===== config.mk =====
export PLATFORM = sky130hd
export DESIGN_NAME = bitwise_op_responder
export DESIGN_NICKNAME = d
export VERILOG_FILES = /design/src/rtl/bitwise_op_pkg.sv /design/src/rtl/bitwise_bit_alu.sv /design/src/rtl/bitwise_op_responder.sv
export SDC_FILE = /design/constraint.sdc
export NUM_CORES = 1
export LEC_CHECK = 0
export CAP_MARGIN = 25
export CELL_PAD_IN_SITES_DETAIL_PLACEMENT = 0
export CELL_PAD_IN_SITES_GLOBAL_PLACEMENT = 1
export CORE_UTILIZATION = 45
export CTS_BUF_LIST = sky130_fd_sc_hd__clkbuf_4 sky130_fd_sc_hd__clkbuf_8
export CTS_CLUSTER_SIZE = 14
export DETAILED_ROUTE_END_ITERATION = 12
export PLACE_DENSITY_LB_ADDON = 0.12
export SLEW_MARGIN = 30
export SYNTH_ARGS = -nofsm -noshare
export SYNTH_HDL_FRONTEND = slang
export SYNTH_SLANG_ARGS = --single-unit

===== constraint.sdc =====
create_clock -name clk -period 6 [get_ports clk]
set_clock_uncertainty 0.05 [all_clocks]
set_input_delay 1.5 -clock clk [delete_from_list [all_inputs] [get_ports clk]]
set_output_delay 1.5 -clock clk [all_outputs]
set_load 0.03 [all_outputs]

===== src/rtl/bitwise_op_pkg.sv =====
// Shared opcodes, FSM state encoding and the single-bit logic function
// used by the serial bitwise responder.
package bitwise_op_pkg;

    localparam logic [1:0] OP_AND  = 2'b00;
    localparam logic [1:0] OP_OR   = 2'b01;
    localparam logic [1:0] OP_XOR  = 2'b10;
    localparam logic [1:0] OP_NAND = 2'b11;

    typedef enum logic [1:0] {
        S_IDLE = 2'b00,
        S_BUSY = 2'b01,
        S_RESP = 2'b10
    } state_t;

    function automatic logic bit_op(input logic [1:0] op, input logic a, input logic b);
        logic y;
        case (op)
            OP_AND:  y = a & b;
            OP_OR:   y = a | b;
            OP_XOR:  y = a ^ b;
            default: y = ~(a & b);
        endcase
        return y;
    endfunction

endpackage


===== src/rtl/bitwise_bit_alu.sv =====
// Combinational 1-bit logic unit: applies the selected opcode to one bit
// of each operand.
module bitwise_bit_alu
    import bitwise_op_pkg::*;
(
    input  logic       a,
    input  logic       b,
    input  logic [1:0] op,
    output logic       y
);

    assign y = bit_op(op, a, b);

endmodule


===== src/rtl/bitwise_op_responder.sv =====
// Serial bitwise-logic responder: accepts two operands and an opcode, builds
// the result one bit per clock LSB first, then holds it until consumed.
module bitwise_op_responder
    import bitwise_op_pkg::*;
#(
    parameter int WIDTH = 4
) (
    input  logic             clk,
    input  logic             rst_n,
    input  logic             req_valid,
    output logic             req_ready,
    input  logic [1:0]       req_op,
    input  logic [WIDTH-1:0] req_a,
    input  logic [WIDTH-1:0] req_b,
    output logic             rsp_valid,
    input  logic             rsp_ready,
    output logic [WIDTH-1:0] rsp_data,
    output logic             rsp_zero
);

    localparam int              CNT_W    = $clog2(WIDTH);
    localparam logic [CNT_W-1:0] CNT_LAST = CNT_W'(WIDTH - 1);

    state_t           state;
    logic [CNT_W-1:0] cnt;
    logic [1:0]       op_q;
    logic [WIDTH-1:0] a_q;
    logic [WIDTH-1:0] b_q;
    logic [WIDTH-1:0] result;
    logic [WIDTH-1:0] result_next;
    logic             bit_y;

    assign req_ready = (state == S_IDLE);
    assign rsp_data  = result;

    bitwise_bit_alu u_bit_alu (
        .a  (a_q[cnt]),
        .b  (b_q[cnt]),
        .op (op_q),
        .y  (bit_y)
    );

    // Result with the current bit merged in; also feeds the zero flag so it
    // sees the complete word on the final BUSY edge.
    always_comb begin
        // NOTE: assign a default first so no path through this block infers a latch.
        result_next      = result;
        result_next[cnt] = bit_y;
    end

    always_ff @(posedge clk or negedge rst_n) begin
        // NOTE: datapath registers are reset too, so rsp_data reads 0 out of reset.
        if (!rst_n) begin
            state     <= S_IDLE;
            cnt       <= '0;
            op_q      <= OP_AND;
            a_q       <= '0;
            b_q       <= '0;
            result    <= '0;
            rsp_valid <= 1'b0;
            rsp_zero  <= 1'b0;
        end else begin
            // NOTE: non-blocking assignments so every register samples pre-edge values.
            case (state)
                S_IDLE: begin
                    if (req_valid) begin
                        op_q   <= req_op;
                        a_q    <= req_a;
                        b_q    <= req_b;
                        result <= '0;
                        cnt    <= '0;
                        state  <= S_BUSY;
                    end
                end
                S_BUSY: begin
                    result <= result_next;
                    cnt    <= cnt + 1'b1;
                    if (cnt == CNT_LAST) begin
                        state     <= S_RESP;
                        rsp_valid <= 1'b1;
                        rsp_zero  <= (result_next == '0);
                    end
                end
                S_RESP: begin
                    if (rsp_ready) begin
                        rsp_valid <= 1'b0;
                        state     <= S_IDLE;
                    end
                end
                default: begin
                    state     <= S_IDLE;
                    rsp_valid <= 1'b0;
                end
            endcase
        end
    end

endmodule

==> flow_summary.yaml <==
cells_and_area:
  final_common_cell: "dfrtp_1"
  final_cells: 137
  nets: 130
  final_area_sq_mm: 0.00132
  n_antenna_cell: 0
  area_delta_synth_final_pct: 24.7
  fill_cells: 204
  final_cell_mix: "20 x dfrtp_1, 19 x clkdlybuf4s50_1, 10 x o21ai_0, 9 x mux2_4"
  drive_gt1_frac: 0.183
critical_path:
  start_kind: "flop"
  critPathKind: "reg -> out"
  crit_chain: "nor2_1 -> clkdlybuf4s50_1"
  crit_required_ns: 4.45
  end_kind: "output pin"
  critPathSlowestCell: "clkdlybuf4s50_1"
  path_max_fanout: 8
  arrival_ns: 1.63
  critPathMaxStageDelay_ns: 0.68
timing:
  period_share: 0.530
  max_slew.worst_pin.slew_ns: 0.782
  max_slew_margin: 0.478
  finalHoldViolCount: 0
  setup_viol: 0
  fin_crit_ns: 3.18
  fin_tns_setup_ns: 0
  grt_setup_unrepaired: "false"
  slew_violations: 0
  fmax_mhz: 314
placed_design:
  gp_congestion: 0.720
  place_inst: 133
  dpl_cell_area_sq_mm: 0.00127
  dp_hpwl_mm: 1.33
  io_buffers: 20
clock_tree:
  clock_latency_ns: 0.31
  cts_hold_buf: 0
  clock_path_buffers: 2
  cts_sinks: 20
  cts_tree: "done"
  clock-root-buffer: "clkbuf_4"
  htreeDepth: 1
  postCtsSetupRepairBufs: 0
  clk_pin_slew_worst_paths_ns: 0.12
  numCtsBuffers: 3
  ctsResizeCount: 0
global_route:
  grt_pass1_vias: 687
  antenna_found_initial: 0
  grt_first_pass_wirelength_mm: 3.20
  grt_max_degree: 21
  grt.overflow.total: 0
  grt_use_total: 0.174
power:
  irDropWorstVdd_uv: 306
  intPower_mw: 0.462
  p_leak_nw: 0.598
  p_clk_frac: 0.148
  combPwrFrac: 0.501
  power_density_mw_per_mm2: 567
  swShare: 0.381
  p_switching_mw: 0.284
  seqPwrFrac: 0.351
routing:
  drt-initial-drc-count: 14
  avgViaCountPerCell: 5.16
  detail_route.wl_per_cell_microns: 13.2
  route.vias.total: 707
  ant_nets: 0
  dr.pass1.iters: 4
  wl_mm: 1.81
  drcViolationCount: 0
synth:
  synth.distinct_cells: 21
  syn_avg_cell_area_sq_um: 12.1
  syn-num-nets: 107
  synth_warnings: 0
  yosysSeqAreaShare: 0.474
  ys_seq_elements: 20
  netlist_area_sq_mm: 0.00105
  syn_inst: 87
run_status:
  status: "finished, final reports clean"
floorplanning:
  io_pins: 21
  die_area_sq_mm: 0.00254
  core_area_sq_mm: 0.00221
  rows: 17
  chipWidth_microns: 50.4
  fp.dieH_microns: 50.4
  start_util: 0.477
run:
  maxCapViolCount: 0
min_path:
  hold_class: "reg -> reg"
synth_stat cells:
cell,count,area (sq um)
a21oi_1,2,10.0
nand2_1,5,18.8
nand2_2,1,6.26
nor3_1,1,5.00
mux2i_1,3,30.0
nor2_1,8,30.0
mux4_2,2,45.0
nand3b_1,1,7.51
mux2_2,1,11.3
o21ai_0,10,50.1
nor2b_1,1,6.26
o22ai_1,1,6.26
dfrtp_1,20,500
nor2b_4,1,13.8
mux2_4,9,135
nor3b_4,1,18.8
a22o_1,2,17.5
buf_6,2,22.5
inv_1,8,30.0
ha_1,6,75.1
or2b_1,2,15.0
cell families after synthesis:
kind of cell	after synthesis	share of synthesized area
flops	20	0.474
buf+inv	10	0.0498
simple gates	21	0.115
fa+ha+maj	6	0.0712
compound gates	15	0.0795
mux	15	0.210
per-stage QoR:
stage	hold WS (ns)	worst slack, ns	utilization	total power, mW
after CTS	0.478	2.80	0.597	0.756
after floorplan	0.426	3.55	-	0.544
after global placement	0.437	2.69	0.573	0.627
final	0.467	2.82	0.594	0.746
after global routing	0.500	2.74	0.594	0.808
after detailed placement	0.449	2.65	0.573	0.641
power groups by stage:
stage	Clock (mW)	Sequential (mW)	Combinational, mW
5_1_grt	0.119	0.274	0.415
4_1_cts	0.115	0.263	0.378
3_5_place_dp	0	0.266	0.375
6_report	0.110	0.262	0.374
2_1_floorplan	0	0.271	0.273
3_3_place_gp	0	0.262	0.365
critical path, delay by kind of cell, from the launching register on:
family | cells | cell delay, ns
and+or+nand+nor | 1 | 0.14
buffers and inverters | 1 | 0.68
DFF | 1 | 0.50
path summary, 6_finish.rpt:
| check | start | end | slack, ns | cells past startpoint |
|---|---|---|---|---|
| setup / recovery | state[0] | req_ready | 2.82 | 2 |
| hold / removal | rsp_zero | rsp_zero | 0.47 | 1 |
| setup reg to reg | cnt[0] | rsp_data[2] | 3.81 | 7 |
| hold reg to reg | rsp_zero | rsp_zero | 0.47 | 1 |
| max in group asynchronous | rst_n | a_q[1] | 4.51 | 1 |
| min in group asynchronous | rst_n | rsp_data[3] | 1.07 | 1 |
state kept, by name (all words and copies together) (netlist names):
register,cells
op_q,2
state,2
b_q,4
rsp_data,4
rsp_valid,1
a_q,4
cnt,2
rsp_zero,1
area by class of cell:
class                           count  area, sq um  share of cell area
Timing Repair Buffer               20          195               0.148
Tap cell                           28         35.0              0.0266
Sequential cell                    20          500               0.381
Inverter                            8         30.0              0.0228
Clock inverter                      1         30.0              0.0228
Clock buffer                        3         22.5              0.0171
Multi-Input combinational cell     57          502               0.382
layer usage:
layer,GRT usage,wire (microns),vias up
li1,-,-,340
met2,0.271,820,20
met5,0,0,-
met1,0.227,891,345
met3,0.0667,90,2
met4,0.0417,9,0
No activity file was read; power rests on OpenSTA's default activity.
==> edit, RTL diff (config.mk and constraints unchanged) <==
Set the parameter `WIDTH` to 2 (it was 4).
--- a/src/rtl/bitwise_op_responder.sv
+++ b/src/rtl/bitwise_op_responder.sv
@@ -3,7 +3,7 @@
 module bitwise_op_responder
     import bitwise_op_pkg::*;
 #(
-    parameter int WIDTH = 4
+    parameter int WIDTH = 2
 ) (
     input  logic             clk,
     input  logic             rst_n,
Ports: changed (resized req_a, req_b and rsp_data); port bits go from 21 to 15. The function was not compared with the original's and may differ.
==> edit against the original RTL <==
  * Register-to-register slack better by 0.56 ns
  * Final area down 40%
  * Sequential cell count down 7
  * Setup slack better by 0.039 ns
  * First-iteration DRC count down 79%
  * Via count down 40%
  * Power down 43%
  * Routed wire length down 42%
  * Sequential share of layout area up 3.0 points
  * Sequential power down 36%
  * Critical path depth unchanged
  * Area after synthesis down 42%
  * Critical endpoint unchanged
  * Largest cell class is now sequential cells
==> edit: results (changes against the original RTL) <==
metric	value	unit	change
drtPass1Iterations	3		-1
dp.cells	81		-39%
grt_max_degree	14		-33%
synthMuxAreaShare	14.3	%	-6.7 points
ys_warn_count	0		unchanged
dp_hpwl	848	um	-36%
yosys_most_used_dff	dfrtp_1		
synth_compound_area_share	12.2	%	+4.3 points
cts_buffers	3		unchanged
clockBufferDepth	2		unchanged
routed_via_density	5.01		-2.9%
slowest_delay	0.67	ns	
synth_seq_area_share	53.1	%	+5.6 points
cp_max_fo	11		+3
yosys-top-cells-area	dfrtp_1, mux2_2, nor2_1		
status	complete, no violations		
synth_common_cells	dfrtp_1, nor2_1, mux2_2		
fin_cells	85		-38%
cts_setup_buffers	0		unchanged
synth_xor_area_share	0	%	unchanged
grt_pass1_wl	1720	um	-46%
synth_async_sr_flop_share	100	%	unchanged
track_usage	17.7	%	+0.35 points
first_global_vias	400		-42%
cp_slowest_cell	clkdlybuf4s50_1		
first_iter_violations	3		-11
hp-class	reg2reg		
slew_headroom	62.6	%	+15 points
clk_latency	0.26	ns	-0.05 ns
syn-num-nets	66		-38%
ir_worst_vdd	261	uV	-15%
path_delay_family	buffers and inverters		
drive_above_1_share	18.3	%	-0.039 points
n_fill_cell	106		-48%
path_clk_slew	0.08	ns	-0.04 ns
synthAdderAreaFrac	4.08	%	-3.0 points
drt_wl_total	1040	um	-42%
cellLeakagePower	0.360	nW	-40%
port_buffers	14		-30%
synth.distinct_cells	17		-19%
finish.net_count	84		-35%
h-tree-depth	1		unchanged
syn-mean-instance-area	11.4	um^2	-6.4%
antenna_cells	0		unchanged
post_cts_resized	0		unchanged
gp_congestion	0.761		+5.6%
cts_root_buf	clkbuf_4		
antenna_found_initial	0		unchanged
setup_tns	0	ns	unchanged
[edit: changes by cell type after synthesis, sizes merged, moves of 3 or more]
cell / before / now
inv: 8 / 3
ha: 6 / 2
o31ai: 0 / 3
nand2: 6 / 3
o21ai: 10 / 4
dfrtp: 20 / 13
mux2: 10 / 6
nand2b: 0 / 3
[edit: per-layer routing]
layer | share of wire [%] | track usage (%)
met5 | 0 | 0
met4 | 0 | 7.76
met3 | 3.5 | 5.20
met2 | 49 | 28.3
met1 | 47 | 21.9
[edit: final timing paths]
check / start / end / slack [ns] / cells past startpoint
worst max-delay path: state[1] / req_ready / 2.86 / 2
worst min-delay path: a_q[1] / a_q[1] / 0.46 / 1
worst max register to register: cnt / rsp_data[1] / 4.37 / 6
worst min register to register: a_q[1] / a_q[1] / 0.46 / 1
max in group asynchronous: rst_n / state[0] / 4.00 / 1
min in group asynchronous: rst_n / rsp_data[1] / 1.54 / 1
[edit: area by class of cell]
class                   instances  area share, %
well taps                      14           2.21
clock buffers                   4           3.79
multi-input cells              37           33.9
inverters                       3           1.42
repair buffers                 14           17.7
flip-flops and latches         13           41.0
[edit: per-stage QoR]
stage / instance area (um^2) / setup WS [ns] / util, % / power, mW / hold WS [ns]
final: 793 / 2.86 / 66.9 / 0.425 / 0.457
after global routing: 793 / 2.76 / 66.9 / 0.463 / 0.476
after CTS: 793 / 2.85 / 66.9 / 0.431 / 0.463
after detailed placement: 763 / 3.16 / 64.3 / 0.373 / 0.444
after global placement: 763 / 3.18 / 64.3 / 0.366 / 0.440
after floorplan: 613 / 3.48 / - / 0.312 / 0.430
[edit: power breakdown]
part | internal (mW) | switching [mW] | leakage [nW]
logic | 0.0989 | 0.101 | 0.184
clock network | 0.0302 | 0.0268 | 0.0184
registers | 0.129 | 0.0393 | 0.158
